==> config.mk <==
export PLATFORM = sky130hd
export DESIGN_NAME = alu_sequencer
export DESIGN_NICKNAME = d
export VERILOG_FILES = /design/src/rtl/alu_sequencer.sv
export SDC_FILE = /design/constraint.sdc
export NUM_CORES = 1
export LEC_CHECK = 0
export CAP_MARGIN = 0
export CORE_UTILIZATION = 49
export DETAILED_ROUTE_END_ITERATION = 10
export GPL_TIMING_DRIVEN = 0
export PLACE_DENSITY = 0.84
export REMOVE_ABC_BUFFERS = 1
export SLEW_MARGIN = 10
export SYNTH_ARGS = -nofsm -noshare
export SYNTH_HDL_FRONTEND = slang
export SYNTH_SLANG_ARGS = --single-unit
==> constraint.sdc <==
create_clock -name clock -period 2.6 [get_ports clock]
set_clock_uncertainty 0.1 [all_clocks]
set_input_delay 0.39 -clock clock [delete_from_list [all_inputs] [get_ports clock]]
set_output_delay 0.39 -clock clock [all_outputs]
set_load 0.1 [all_outputs]
==> src/rtl/alu_sequencer.sv <==
// ---------------------------------------------------------------------------
// alu_sequencer
//
// Multi-cycle instruction sequencer for the 16-register / ALU / flag-register
// datapath. Takes one 16-bit instruction over a valid/ready handshake, then
// walks IDLE -> DECODE -> EXEC -> WB -> IDLE. From DECODE through WB it drives
// operand buffer selects, ALU op/exop, immediate and carry-in. In WB it
// drives the register-file write strobe and the done/illegal pulses.
//
// Instruction format:
//   [15:12] op, [11:8] Rdest, [7:4] exop (RR only), [3:0] Rsrc, [7:0] imm8
//
// Parameters:
//   EXEC_CYCLES  cycles spent in EXEC for ALU settle (1..15)
//   IMM_SIGNED   1 = sign-extend imm8, 0 = zero-extend
//
// Optional feature macro: ALU_SEQ_BACKTOBACK_EN
//   defined   : instr_ready is also high in WB. An accept there goes straight
//               to DECODE, so throughput is 2+EXEC_CYCLES cycles/instruction.
//   undefined : instr_ready only in IDLE, so throughput is 3+EXEC_CYCLES.
//
// Ports:
//   clock, reset      rising-edge clock, synchronous active-high reset
//   instr/instr_valid/instr_ready   instruction handshake
//   flags             flag register: [0]C [1]L [2]F [3]Z [4]N
//   reg_en            [4] write strobe, [3:0] destination register
//   buff_a_en         [4] drive A bus, [3:0] source register
//   buff_b_en         [4] drive B bus, [3:0] source register
//   reg_or_immed      1 = B operand from register, 0 = immediate
//   immediate         extended immediate
//   op, exop, cin     ALU controls
//   busy              instruction in flight (DECODE/EXEC/WB)
//   done, illegal     one-cycle pulses in WB
// ---------------------------------------------------------------------------
module alu_sequencer #(
  parameter int unsigned EXEC_CYCLES = 1,
  parameter bit          IMM_SIGNED  = 1'b1
) (
  input  logic        clock,
  input  logic        reset,
  input  logic [15:0] instr,
  input  logic        instr_valid,
  output logic        instr_ready,
  input  logic [4:0]  flags,
  output logic [4:0]  reg_en,
  output logic [4:0]  buff_a_en,
  output logic [4:0]  buff_b_en,
  output logic        reg_or_immed,
  output logic [15:0] immediate,
  output logic [3:0]  op,
  output logic [3:0]  exop,
  output logic        cin,
  output logic        busy,
  output logic        done,
  output logic        illegal
);

  localparam logic [3:0] OP_RR      = 4'h0;
  localparam logic [3:0] OP_CARRY   = 4'h7;
  localparam logic [3:0] OP_CMP     = 4'hB;
  localparam logic [3:0] OP_ILLEGAL = 4'hF;
  localparam logic [3:0] EX_CARRY   = 4'h7;
  localparam logic [3:0] EX_CMP     = 4'hB;
  localparam logic [3:0] EXEC_LOAD  = 4'(EXEC_CYCLES - 1);

  typedef enum logic [1:0] {
    S_IDLE   = 2'd0,
    S_DECODE = 2'd1,
    S_EXEC   = 2'd2,
    S_WB     = 2'd3
  } state_t;

  state_t      state_q;
  logic [15:0] ir_q;
  logic [3:0]  cnt_q;

  logic [4:0]  reg_en_q;
  logic [4:0]  buff_a_en_q;
  logic [4:0]  buff_b_en_q;
  logic        reg_or_immed_q;
  logic [15:0] immediate_q;
  logic [3:0]  op_q;
  logic [3:0]  exop_q;
  logic        cin_q;
  logic        done_q;
  logic        illegal_q;

  // -------------------------------------------------------------------------
  // Decode of the incoming word. The datapath controls are captured into
  // their output registers on the accept edge, so they are already valid in
  // DECODE and stay frozen until WB ends. Carry is sampled here as well.
  // -------------------------------------------------------------------------
  logic        in_rr;
  logic        in_ill;
  logic        in_carry;
  logic [4:0]  buff_a_en_d;
  logic [4:0]  buff_b_en_d;
  logic        reg_or_immed_d;
  logic [15:0] immediate_d;
  logic [3:0]  exop_d;
  logic        cin_d;

  always_comb begin
    in_rr    = (instr[15:12] == OP_RR);
    in_ill   = (instr[15:12] == OP_ILLEGAL);
    in_carry = (in_rr && instr[7:4] == EX_CARRY) || (instr[15:12] == OP_CARRY);

    buff_a_en_d    = 5'h00;
    buff_b_en_d    = 5'h00;
    reg_or_immed_d = 1'b1;
    immediate_d    = 16'h0000;
    exop_d         = 4'h0;
    cin_d          = 1'b0;

    if (!in_ill) begin
      buff_a_en_d = {1'b1, instr[11:8]};
      cin_d       = in_carry & flags[0];
      if (in_rr) begin
        buff_b_en_d = {1'b1, instr[3:0]};
        exop_d      = instr[7:4];
      end else begin
        reg_or_immed_d = 1'b0;
        immediate_d    = IMM_SIGNED ? {{8{instr[7]}}, instr[7:0]}
                                    : {8'h00, instr[7:0]};
      end
    end
  end

  // Write-back decision comes from the latched IR.
  logic       ir_ill;
  logic       ir_no_write;
  logic [4:0] reg_en_d;

  always_comb begin
    ir_ill      = (ir_q[15:12] == OP_ILLEGAL);
    ir_no_write = ((ir_q[15:12] == OP_RR) && (ir_q[7:4] == EX_CMP)) ||
                  (ir_q[15:12] == OP_CMP);
    reg_en_d    = (ir_ill || ir_no_write) ? 5'h00 : {1'b1, ir_q[11:8]};
  end

  // Rsrc is consumed at accept time and the upper flags are not used here.
  logic unused_bits;
  assign unused_bits = ^{ir_q[3:0], flags[4:1]};

  logic accept;

`ifdef ALU_SEQ_BACKTOBACK_EN
  // WB outputs come from registers, so a new word can be latched in WB
  // without disturbing the write strobe of the finishing instruction.
  assign instr_ready = (state_q == S_IDLE) || (state_q == S_WB);
`else
  assign instr_ready = (state_q == S_IDLE);
`endif

  assign accept = instr_valid & instr_ready;
  assign busy   = (state_q != S_IDLE);

  // -------------------------------------------------------------------------
  // Sequencer FSM with registered outputs.
  // -------------------------------------------------------------------------
  always_ff @(posedge clock) begin
    if (reset) begin
      state_q        <= S_IDLE;
      ir_q           <= 16'h0000;
      cnt_q          <= 4'h0;
      reg_en_q       <= 5'h00;
      buff_a_en_q    <= 5'h00;
      buff_b_en_q    <= 5'h00;
      reg_or_immed_q <= 1'b1;
      immediate_q    <= 16'h0000;
      op_q           <= 4'h0;
      exop_q         <= 4'h0;
      cin_q          <= 1'b0;
      done_q         <= 1'b0;
      illegal_q      <= 1'b0;
    end else begin
      // WB-only pulses default low every cycle.
      reg_en_q  <= 5'h00;
      done_q    <= 1'b0;
      illegal_q <= 1'b0;

      if (accept) begin
        state_q        <= S_DECODE;
        ir_q           <= instr;
        buff_a_en_q    <= buff_a_en_d;
        buff_b_en_q    <= buff_b_en_d;
        reg_or_immed_q <= reg_or_immed_d;
        immediate_q    <= immediate_d;
        op_q           <= instr[15:12];
        exop_q         <= exop_d;
        cin_q          <= cin_d;
      end else begin
        case (state_q)
          S_DECODE: begin
            cnt_q   <= EXEC_LOAD;
            state_q <= S_EXEC;
          end
          S_EXEC: begin
            if (cnt_q == 4'h0) begin
              state_q   <= S_WB;
              reg_en_q  <= reg_en_d;
              done_q    <= 1'b1;
              illegal_q <= ir_ill;
            end else begin
              cnt_q <= cnt_q - 4'h1;
            end
          end
          S_WB: begin
            state_q        <= S_IDLE;
            ir_q           <= 16'h0000;
            buff_a_en_q    <= 5'h00;
            buff_b_en_q    <= 5'h00;
            reg_or_immed_q <= 1'b1;
            immediate_q    <= 16'h0000;
            op_q           <= 4'h0;
            exop_q         <= 4'h0;
            cin_q          <= 1'b0;
          end
          default: ;
        endcase
      end
    end
  end

  assign reg_en       = reg_en_q;
  assign buff_a_en    = buff_a_en_q;
  assign buff_b_en    = buff_b_en_q;
  assign reg_or_immed = reg_or_immed_q;
  assign immediate    = immediate_q;
  assign op           = op_q;
  assign exop         = exop_q;
  assign cin          = cin_q;
  assign done         = done_q;
  assign illegal      = illegal_q;

endmodule

# == Word level (Yosys, flattened, before mapping) ==
# Index checks and enable logic that the tools add are counted.
# op_classes
add_sub_neg,1
n_reduce_logical,21
n_mux,30
bitwise_logic,5
n_eq_ne,12
# op_table
cell,n
$mux W16,5
$mux W5,7
$mux W4,6
$eq A4 B4 Y1 const B,4
$logic_not A4 Y1,3
$mux W1,9
$eq A4 B3 Y1 const B,2
$pmux W4 S2,1
$pmux W2 S3,1
$reduce_bool A2 Y1,3
$reduce_or A5 Y1,1
$eq A2 B2 Y1 const B,2
$ne A2 B2 Y1 const B,2
$reduce_and A2 Y1,2
$reduce_bool A4 Y1,1
$reduce_or A4 Y1,1
$sub A4 B1 Y4 const B,1
$logic_or A1 B1 Y1,3
$ne A3 B3 Y1 const B,1
$not A1 Y1,3
$reduce_and A3 Y1,1
$reduce_bool A3 Y1,1
$reduce_or A3 Y1,1
$and A1 B1 Y1,2
5 further kinds,6
# word_totals
wordCells,84
out_inout_bits,45
ff_bits,65

# == Logic depth before layout (Yosys ltp) ==
# Gate-level depths: netlist of the first run.
# depth
depth_word,6
depth_mapped,8
depth_no_buf,5

# == Least setup slack after synthesis of the first run ==
# Ideal clock, no wire load.
# synth_path
path_kind,reg2out
startpoint,register state_q[0]
endpoint,output port busy
path_slack_ns,0.106
path_stages_with_launch,4
path_buffers,0
arrival_ns,2.004
path_cell_list,dfxtp_1 -> inv_1 -> ha_1 -> inv_1
# synth_between
elab_chain_cells,1
# synth_rtl
item,line,source
start: declaration,73,state_t state_q;
start signal: assignment,163,state_q <= S_IDLE;
start signal: assignment,183,state_q <= S_DECODE;
start signal: assignment,196,state_q <= S_EXEC;
$reduce_bool A2 Y1,156,assign busy = (state_q != S_IDLE);
end: declaration,53,"output logic busy,"
# No other way between the ends.

==> results of run 1 <==
==> final timing paths <==
path	from	to	slack (ns)	cells after the start
max	reset	immediate[6]$_SDFFE_PP0P_	0.11	4
max reg2reg	state_q[0]$_SDFFE_PP0P_	cin$_SDFFE_PP0P_	0.28	5
min reg2reg	reg_or_immed$_SDFFE_PP1P_	reg_or_immed$_SDFFE_PP1P_	0.36	2
min	reg_or_immed$_SDFFE_PP1P_	reg_or_immed$_SDFFE_PP1P_	0.36	2
==> cells by family (layout without fill, tap and decap cells) <==
group	count (synthesis)	after routing	share of synthesized area, %
DFF	49	49	46.01
adders and majority gates	7	7	4.108
buffers and inverters	36	83	10.45
and+or+nand+nor	70	70	21.30
AOI/OAI and AO/OA	55	55	18.13
==> stage by stage <==
step	TNS (ns)	power, mW
3_3_place_gp	-1.395	2.355
2_1_floorplan	-40.25	2.035
6_report	0	2.780
4_1_cts	0	2.786
3_5_place_dp	-0.9008	2.371
5_1_grt	0	2.900
==> metal layers <==
layer	GRT usage, %	vias up	share of wire (%)
met1	25.31	836	45
met5	0	-	0
met3	9.167	5	8.5
met2	31.00	56	45
li1	-	857	-
met4	4.688	0	0.91
==> power by group <==
part | leakage, nW | internal (mW) | switching (mW)
combinational | 0.548 | 0.369 | 1.07
sequential | 0.399 | 0.845 | 0.0589
clock | 0.0385 | 0.191 | 0.245
==> sequential cells by signal, indices dropped and copies added (netlist names) <==
register      flops
illegal           1
state_q           2
cin               1
reg_or_immed      1
done              1
ir_q             12
exop              4
buff_a_en         5
buff_b_en         5
cnt_q             4
immediate         8
reg_en            5
==> worst register-to-register path: stages, from the launching register on <==
cell and delay (ns):
dfxtp_1 0.39, inv_1 0.11, ha_1 0.26, and2_1 0.49, nor3_4 0.68, a22o_1 0.24
==> cell type report <==
type                            count  area (um^2)
Sequential cell                    49        980.9
Tap cell                           50        62.56
Clock buffer                        7        76.32
Fill cell                         348         1351
Inverter                           11        41.29
Clock inverter                      1        7.507
Timing Repair Buffer               64        638.1
Multi-Input combinational cell    132        928.4
==> placed cells by master (no fill, tap or decap), types with 2 or more instances in the layout <==
master / n
a32o_1: 8
inv_1: 11
ha_1: 7
nand3_1: 5
dlygate4sd2_1: 2
nor2_1: 2
dfxtp_1: 49
o21ai_0: 5
nor3_1: 5
nand2_1: 14
or3_1: 6
nand4_1: 4
clkbuf_8: 5
a22o_1: 9
clkdlybuf4s50_1: 62
a21oi_1: 24
nand4b_1: 3
and3_1: 3
nand3b_1: 13
clkbuf_1: 2
==> results.ini, run 1 <==
[status]
status=completed

[synthesis]
avgSynthCellArea_um2=9.825
synth_top_area_cell=dfxtp_1
synth_area_um2=2132
ys_types=45
synth_edf_count=0
synthCells=217
async_flop_share_pct=0
synth_top_area_share_pct=46.01
yosysSeqAreaShare_pct=46.01
synth_seq_cells=49
synth.top_cells.by_area=dfxtp_1, a21oi_1, nand3b_1
synth_ff_type=dfxtp_1
yosys-top-cells-count=dfxtp_1, a21oi_1, nand2_1
ys_warn_count=0
synth.most_common_cell=dfxtp_1

[global_routing]
gr-total-overflow=0
grt_start_max_net_pins=29
grt_pass1_wl_um=7031
antenna_found_initial=0
grt_util_all_layers_pct=20.07
grt_pass1_vias=1554

[final_layout]
antenna_cells=0
final_area_um2=2735
finalNonFillerCells=314
drive_above_1_share_pct=6.818
fin_util_pct=66.93
syn_to_final_growth_pct=28.29
final_nets=294

[clock_network]
clock-sinks=49
clk_pin_slew_ns=0.09
ctsRootBufferMaster=clkbuf_8
holdBufCountCts=0
post_cts_buffers=0
cts_max_level=2
cts_tree=built
numCtsBuffers=5
cts.path.max_buffers=2
ctsResizeCount=2
clk_latency_ns=0.30

[timing]
period_share_pct=95.73
finalWorstSetupSlack_ns=0.1110
slew_headroom_pct=24.78
setup_violations=0
max_freq_ghz=0.4018
worstMarginPinSlew_ns=1.125
slew_violations=0
period_needed_ns=2.489
rsz0062_at_grt=false
hold_ws_ns=0.3552
hold_viol=0

[route]
dr.pass1.iters=4
finalWirelength_um=4414
via_per_inst=5.586
via_count=1754
ant_nets=0
drc=0
drtIter0Drc=62
routedWlPerCell_um=14.06

[floorplanning]
initial_core_util_pct=52.17
fp.dieH_um=67.96
dieWidth_um=67.96
dieArea_um2=4619
core-area_um2=4086
rows=23
io_pins=69

[job]
maxCapViolations=0

[setup_path]
startpoint_type=input pin
cp-end-kind=flip-flop
path_cells=clkdlybuf4s50_1 > inv_1 > and4_4 > a22o_1
path_class=input pin to flip-flop
worstPathMaxFanout=28
cp.required_ns=2.70
worstPathArrival_ns=2.59
cp_num_buf_inv=2
cp_slowest_cell=clkdlybuf4s50_1
slowest_delay_ns=1.21
crit_family=buffers and inverters

[placed_design]
place_area_um2=2654
pre_cts_slack_ns=-0.1831
place_inst=306
place_congestion=0.7566
hpwl_um=2977
io_buffers=64

[power]
power_density_nw_per_um2=1016
worst_ir_drop_vdd_v=0.0008861
p_leak_nw=0.9851

[hold_path]
min_path_type=flip-flop to flip-flop

Note: power is estimated with default switching activity, not from simulation.
==> run 2: changes to the inputs <==
--- a/config.mk
+++ b/config.mk
@@ -7,6 +7,7 @@
 export LEC_CHECK = 0
 export CAP_MARGIN = 0
 export CORE_UTILIZATION = 49
+export CTS_BUF_LIST = sky130_fd_sc_hd__clkbuf_16
 export DETAILED_ROUTE_END_ITERATION = 10
 export GPL_TIMING_DRIVEN = 0
 export PLACE_DENSITY = 0.84
==> results.ini, run 2 (synthesis gave the netlist of run 1 again) <==
[status]
status=completed

[setup_path]
slowest_delay_ns=0.86
worstPathArrival_ns=1.97
regToRegSetupSlack_ns=0.27
path_cells=inv_1 > ha_1 > inv_1 > dlygate4sd2_1
startpoint_type=flip-flop
cp.depth=4
r2r_end=exop[0]$_SDFFE_PP0P_
crit_end=busy
r2r_cells=5
cp_slowest_cell=dlygate4sd2_1
reg2reg_from=state_q[0]$_SDFFE_PP0P_
crit_family=buffers and inverters
crit_path_frequent_cell=inv_1
worstPathMaxFanout=6
cp.required_ns=2.11
cp_num_buf_inv=3
cp-end-kind=output port
crit_path_start=state_q[0]$_SDFFE_PP0P_
path_class=flip-flop to output port

[final_layout]
largest-register=ir_q
final_common_cell=clkdlybuf4s50_1
drive_above_1_share_pct=6.818
antenna_cells=0
final_nets=294
fin_util_pct=68.37
multi_input_area_um2=928.4
largest_reg_flops=12
seqCellArea_um2=980.9
fillerInstances=338
finalNonFillerCells=314
syn_to_final_growth_pct=31.04
layout_common_cells=clkdlybuf4s50_1, dfxtp_1, a21oi_1

[timing]
period_needed_ns=2.464
finalWorstSetupSlack_ns=0.1359
worstMarginPinSlew_ns=1.111
hold_viol=0
max_freq_ghz=0.4058
slew_violations=0
setup_violations=0
slew_headroom_pct=25.83
rsz0062_at_grt=false
period_share_pct=94.77

[floorplanning]
fp.dieH_um=67.96
dieArea_um2=4619
initial_core_util_pct=52.17
dieWidth_um=67.96
io_pins=69
core-area_um2=4086
rows=23

[route]
routedWlPerCell_um=14.38
drc=0
ant_nets=0
top_layer=met4
via_count=1759
finalWirelength_um=4514
wl_met1_um=1988
via_per_inst=5.602
wl_met2_um=2094
drtIter0Drc=83
dr.pass1.iters=4
dr_wl_met3_um=397

[global_routing]
grt_start_max_net_pins=29
grt_pass1_vias=1586
grt_util_all_layers_pct=20.94
gr-total-overflow=0
antenna_found_initial=0
grt_pass1_wl_um=7272

[placed_design]
place_inst=306
pre_cts_slack_ns=-0.1831
io_buffers=64
hpwl_um=2977
place_congestion=0.7566

[power]
worst_ir_drop_vdd_v=0.0009030
power_mw=2.951
power_density_nw_per_um2=1056
p_leak_nw=1.028

[clock_network]
cts.path.max_buffers=2
ctsRootBufferMaster=clkbuf_16
cts_tree=built
clock-sinks=49
numCtsBuffers=5
clk_pin_slew_ns=0.06
cts_max_level=2
post_cts_buffers=0
clk_latency_ns=0.28

[job]
maxCapViolations=0

[hold_path]
min_path_type=flip-flop to flip-flop

==> run 2: cell count changes in the layout (fill, tap and decap cells not counted), sizes merged <==
cell	previous run	this run
inv	11	13
dlymetal6s2s	0	1
clkdlybuf4s50	62	61
clkbuf	7	5
==> run 2: cell type report <==
type | instances | share of cell area [%]
sequential | 49 | 35.11
multi-input combinational | 132 | 33.23
timing repair buffer | 64 | 22.93
clock buffer | 5 | 4.478
tap | 50 | 2.239
inverter | 11 | 1.478
clock inverter | 3 | 0.5374
==> run 2: worst min path at each step <==
stage | start | end | slack (ns) | cells past startpoint
after CTS | ir_q[11]$_SDFFE_PP0P_ | reg_en[3]$_SDFF_PP0_ | 0.36 | 2
after global routing | reg_or_immed$_SDFFE_PP1P_ | reg_or_immed$_SDFFE_PP1P_ | 0.37 | 2
final | reg_or_immed$_SDFFE_PP1P_ | reg_or_immed$_SDFFE_PP1P_ | 0.35 | 2
after floorplan | ir_q[8]$_SDFFE_PP0P_ | reg_en[0]$_SDFF_PP0_ | 0.32 | 2
after global placement | ir_q[11]$_SDFFE_PP0P_ | reg_en[3]$_SDFF_PP0_ | 0.33 | 2
after detailed placement | ir_q[9]$_SDFFE_PP0P_ | reg_en[1]$_SDFF_PP0_ | 0.34 | 2
==> run 2: metal layers <==
metal	track usage, %	vias to the layer above
met1	25.59	836
met5	0	-
met4	5.208	0
li1	-	857
met2	33.09	60
met3	9.667	6
==> run 2: per-stage QoR <==
step | hold WS, ns | area, um^2 | TNS [ns]
2_1_floorplan | 0.3171 | 1951 | -40.25
3_3_place_gp | 0.3292 | 2654 | -1.395
3_5_place_dp | 0.3356 | 2654 | -0.9008
4_1_cts | 0.3552 | 2791 | 0
5_1_grt | 0.3727 | 2794 | 0
6_report | 0.3498 | 2794 | 0
==> run 2: what timing repair did <==
action,4_1_cts,5_1_grt
gates resized for setup,2,1
endpoints found under the setup margin,2,4
hold buffers,0,0
hold endpoints to repair,0,0
==> run 2: where the power goes <==
group	internal, mW	leakage (nW)	switching [mW]	total [mW]
logic	0.369	0.557	1.07	1.44
clock network	0.349	0.0724	0.255	0.604
registers	0.846	0.399	0.0592	0.905
==> run 2: tightest hold or removal path, delay by kind of cell, from the launching register on <==
kind	cells	cell delay (ns)
flip-flops	1	0.31
buffers and inverters	1	0.05
AO/OA/AOI/OAI	1	0.05
==> run 3: changes to the inputs <==
--- a/config.mk
+++ b/config.mk
@@ -5,7 +5,7 @@
 export SDC_FILE = /design/constraint.sdc
 export NUM_CORES = 1
 export LEC_CHECK = 0
-export CAP_MARGIN = 0
+export CAP_MARGIN = 25
 export CORE_UTILIZATION = 49
 export CTS_BUF_LIST = sky130_fd_sc_hd__clkbuf_16
 export DETAILED_ROUTE_END_ITERATION = 10
==> results.ini, run 3 (synthesis gave the netlist of run 1 again) <==
[hold_path]
min_path_cells=2
min_path_type=flip-flop to flip-flop
min_from=ir_q[10]$_SDFFE_PP0P_

[final_layout]
largest_reg_flops=12
final_common_cell=clkdlybuf4s50_1
antenna_cells=0
final_nets=295
syn_to_final_growth_pct=32.69
layout_common_cells=clkdlybuf4s50_1, dfxtp_1, a21oi_1
finalNonFillerCells=315
final_area_um2=2829
drive_above_1_share_pct=7.170
largest-register=ir_q
fin_util_pct=69.23

[timing]
period_share_pct=94.52
worstMarginPinSlew_ns=1.010
slew_violations=0
hold_ws_ns=0.3495
finalWorstSetupSlack_ns=0.1424
max_freq_ghz=0.4069
slew_headroom_pct=32.44
setup_violations=0
hold_viol=0
rsz0062_at_grt=false
fin_tns_setup_ns=0
period_needed_ns=2.458

[global_routing]
antenna_found_initial=0
gr-total-overflow=0
grt_pass1_wl_um=7445
grt_util_all_layers_pct=21.66
grt_start_max_net_pins=28
grt_pass1_vias=1618

[floorplanning]
dieWidth_um=67.96
fp.dieH_um=67.96
rows=23
initial_core_util_pct=52.17
core-area_um2=4086
io_pins=69
dieArea_um2=4619

[power]
power_switching_mw=1.398
power_density_nw_per_um2=1082
power_mw=3.061
comb_power_share_pct=47.3
clock_power_share_pct=23.1
worst_ir_drop_vdd_v=0.0009307
p_seq_share_pct=29.6
switching_share_pct=45.65
cellInternalPower_mw=1.664
p_leak_nw=1.037

[clock_network]
ctsRootBufferMaster=clkbuf_16
post_cts_buffers=0
cts.path.max_buffers=2
clk_latency_ns=0.28
holdBufCountCts=0
clock-sinks=49
cts_max_level=2
clk_pin_slew_ns=0.06
cts_tree=built
numCtsBuffers=5

[setup_path]
r2r_cells=5
worstPathArrival_ns=1.97
reg2reg_from=state_q[0]$_SDFFE_PP0P_
worstPathMaxFanout=6
path_class=flip-flop to output port
cp.required_ns=2.11
cp-end-kind=output port
crit_path_start=state_q[0]$_SDFFE_PP0P_
startpoint_type=flip-flop

[route]
via_per_inst=5.638
ant_nets=0
via_count=1776
routedWlPerCell_um=14.68
drtIter0Drc=74
dr.pass1.iters=4
finalWirelength_um=4624
drc=0

[placed_design]
place_inst=307
place_congestion=0.7566
hpwl_um=3053
pre_cts_slack_ns=0.1604
place_area_um2=2669
io_buffers=64

[job]
maxCapViolations=0

[status]
status=completed

## run 3: metal layers
layer / routed length, um / vias to the layer above / GRT usage, %
met5: 0 / - / 0
met4: 25 / 0 / 5.469
met3: 391 / 4 / 9.500
met2: 2158 / 65 / 35.17
met1: 2047 / 844 / 25.97
li1: - / 863 / -
## run 3: timing repair
action | 4_1_cts | 5_1_grt
gates resized for setup | 2 | 0
endpoints found under the setup margin | 2 | 0
endpoints found under the hold margin | 0 | 0
## run 3: power by group through the flow
stage               Sequential, mW  Combinational (mW)  Clock, mW
global placement             0.917                1.44          0
global route                 0.919                1.52      0.745
CTS                          0.906                1.45      0.715
floorplan                     1.49               0.542          0
detailed placement           0.920                1.45          0
finish                       0.906                1.45      0.708
## run 3: worst max-delay path, cell delays in order (launching register included)
cell,delay (ns)
dfxtp_1,0.37
inv_1,0.11
ha_1,0.27
inv_1,0.08
dlygate4sd2_1,0.85
## run 3: cell type report
cell class                 count  area (um^2)
clock buffer                   5        125.1
sequential                    49        980.9
fill                         322         1257
timing repair buffer          65        653.1
tap                           50        62.56
clock inverter                 3        37.54
inverter                      11        41.29
multi-input combinational    132        928.4
## run 3: worst paths after layout
kind,end,slack (ns)
max,busy,0.14
min,reg_en[2]$_SDFF_PP0_,0.35
max reg2reg,cin$_SDFFE_PP0P_,0.30
min reg2reg,reg_en[2]$_SDFF_PP0_,0.35
==> variant (flow settings as in run 3) <==
Change the parameter `IMM_SIGNED` from 1'b1 to 1'b0.
--- a/src/rtl/alu_sequencer.sv
+++ b/src/rtl/alu_sequencer.sv
@@ -34,7 +34,7 @@
 // ---------------------------------------------------------------------------
 module alu_sequencer #(
   parameter int unsigned EXEC_CYCLES = 1,
-  parameter bit          IMM_SIGNED  = 1'b1
+  parameter bit          IMM_SIGNED  = 1'b0
 ) (
   input  logic        clock,
   input  logic        reset,
Behaviour: not the same (a bounded check fails within 4 cycles, from zero or initial values and one cycle with reset high).
==> variant against run 3 <==
  * Routed wire length increased by 5.2%
  * Total power decreased by 21%
  * Sequential share of layout area increased by 0.14 points
  * Sequential cell count unchanged
  * Design area decreased by 0.40%
  * Core utilization decreased by 0.76 points
  * Sequential power decreased by 5.5%
  * Largest power group unchanged
  * Synthesized area increased by 0.94%
  * Setup slack improved by 0.026 ns
  * Synthesized cell count increased by 11%
  * Critical endpoint is now op[3]
==> variant: results (changes against run 3) <==
.. list-table::
   :header-rows: 1

   * - Metric
     - Value
   * - Synthesized area per cell
     - 8.930 um^2 (-9.1%)
   * - Setup slack on the worst flop-to-flop path
     - 0.54 ns (+0.24 ns)
   * - GRT Overall Usage
     - 0.2260 (+0.009402)
   * - Area occupied by multi-input gates
     - 1011 um^2 (+8.9%)
   * - Slowest stage delay, CP
     - 1.18 ns (+0.33 ns)
   * - Top post-synthesis cells by area
     - sky130_fd_sc_hd__dfxtp_1 (46%), sky130_fd_sc_hd__a21oi_1 (5.6%), sky130_fd_sc_hd__nand3b_1 (4.5%)
   * - Placement Cell Area
     - 2674 um^2 (+0.19%)
   * - Sequential element share of the synthesized area
     - 0.4558 (-0.004280)
   * - Pin count of the biggest net entering global routing
     - 48 (+71%)
   * - Vias
     - 1866 (+5.1%)
   * - Via count of the first global-routing pass
     - 1704 (+5.3%)
   * - Register-to-Register Path Depth
     - 6 (+1)
   * - Gpl congestion
     - 0.7743 (+2.3%)
   * - Worst endpoint data arrival time
     - 1.94 ns (-0.03 ns)
   * - Sequential power
     - 856 uW (-5.5%)
   * - Proportion of layout cells with a drive suffix above 1
     - 0.06643 (-0.005265)
   * - Peak supply drop
     - 0.3890 mV (-58%)
   * - Number of cells in the design after placement
     - 328 (+6.8%)
   * - Comb. pwr
     - 910 uW (-37%)
   * - Worst setup path startpoint
     - ir_q[15]$_SDFFE_PP0P_
   * - Relative slew margins
     - 0.3331 (+0.008735)
   * - Run status
     - finished, final reports clean
   * - Cell with the largest stage delay on the worst path
     - sky130_fd_sc_hd__clkdlybuf4s50_1
   * - Post-DP HPWL
     - 3.225 mm (+5.6%)
   * - Static leakage power
     - 0.001005 uW (-3.0%)
   * - Wire length of the first global-routing pass
     - 7.762 mm (+4.3%)
==> variant: cell types whose count changed after synthesis, sizes merged, moves of 5 or more <==
| cell | delta |
|---|---|
| a22oi | +6 |
| nor2 | +19 |
| or3 | -5 |
| nand4 | +9 |
| a22o | -9 |
| a32oi | +8 |
| a32o | -8 |
==> variant: kinds of logic after synthesis <==
kind of cell	share of synthesized area
other cells	0.001743
compound gates	0.1733
simple gates	0.2401
flops	0.4558
fa+ha+maj	0.04070
buf+inv	0.08837
==> variant: how the worst max path moves through the flow <==
stage,slack [ns],endpoint,depth (start not counted)
floorplan,-0.04,reg_en[0]$_SDFF_PP0_,5
global placement,-0.30,buff_a_en[4]$_SDFFE_PP0P_,4
detailed placement,0.20,busy,4
CTS,0.17,op[3],1
global route,0.05,busy,4
finish,0.17,op[3],1
==> variant: worst reg2reg max path: stages (launching register included) <==
cell,delay (ns)
sky130_fd_sc_hd__dfxtp_1,0.34
sky130_fd_sc_hd__inv_1,0.11
sky130_fd_sc_hd__ha_1,0.27
sky130_fd_sc_hd__and2_1,0.66
sky130_fd_sc_hd__buf_8,0.25
sky130_fd_sc_hd__nand4_1,0.10
sky130_fd_sc_hd__a21oi_1,0.17
==> variant: final cells by class <==
class,count,share of cell area
Multi-Input combinational cell,162,0.3588
Sequential cell,49,0.3481
Timing Repair Buffer,58,0.2069
Clock buffer,5,0.04441
Tap cell,50,0.02220
Inverter,9,0.01199
Clock inverter,3,0.007549
==> variant: layer usage <==
layer | up-vias | track usage | part of all wire
met5 | - | 0 | 0
met4 | 0 | 0.05208 | 0.0043
met3 | 2 | 0.08333 | 0.082
met2 | 73 | 0.3897 | 0.49
met1 | 866 | 0.2635 | 0.42
li1 | 925 | - | -
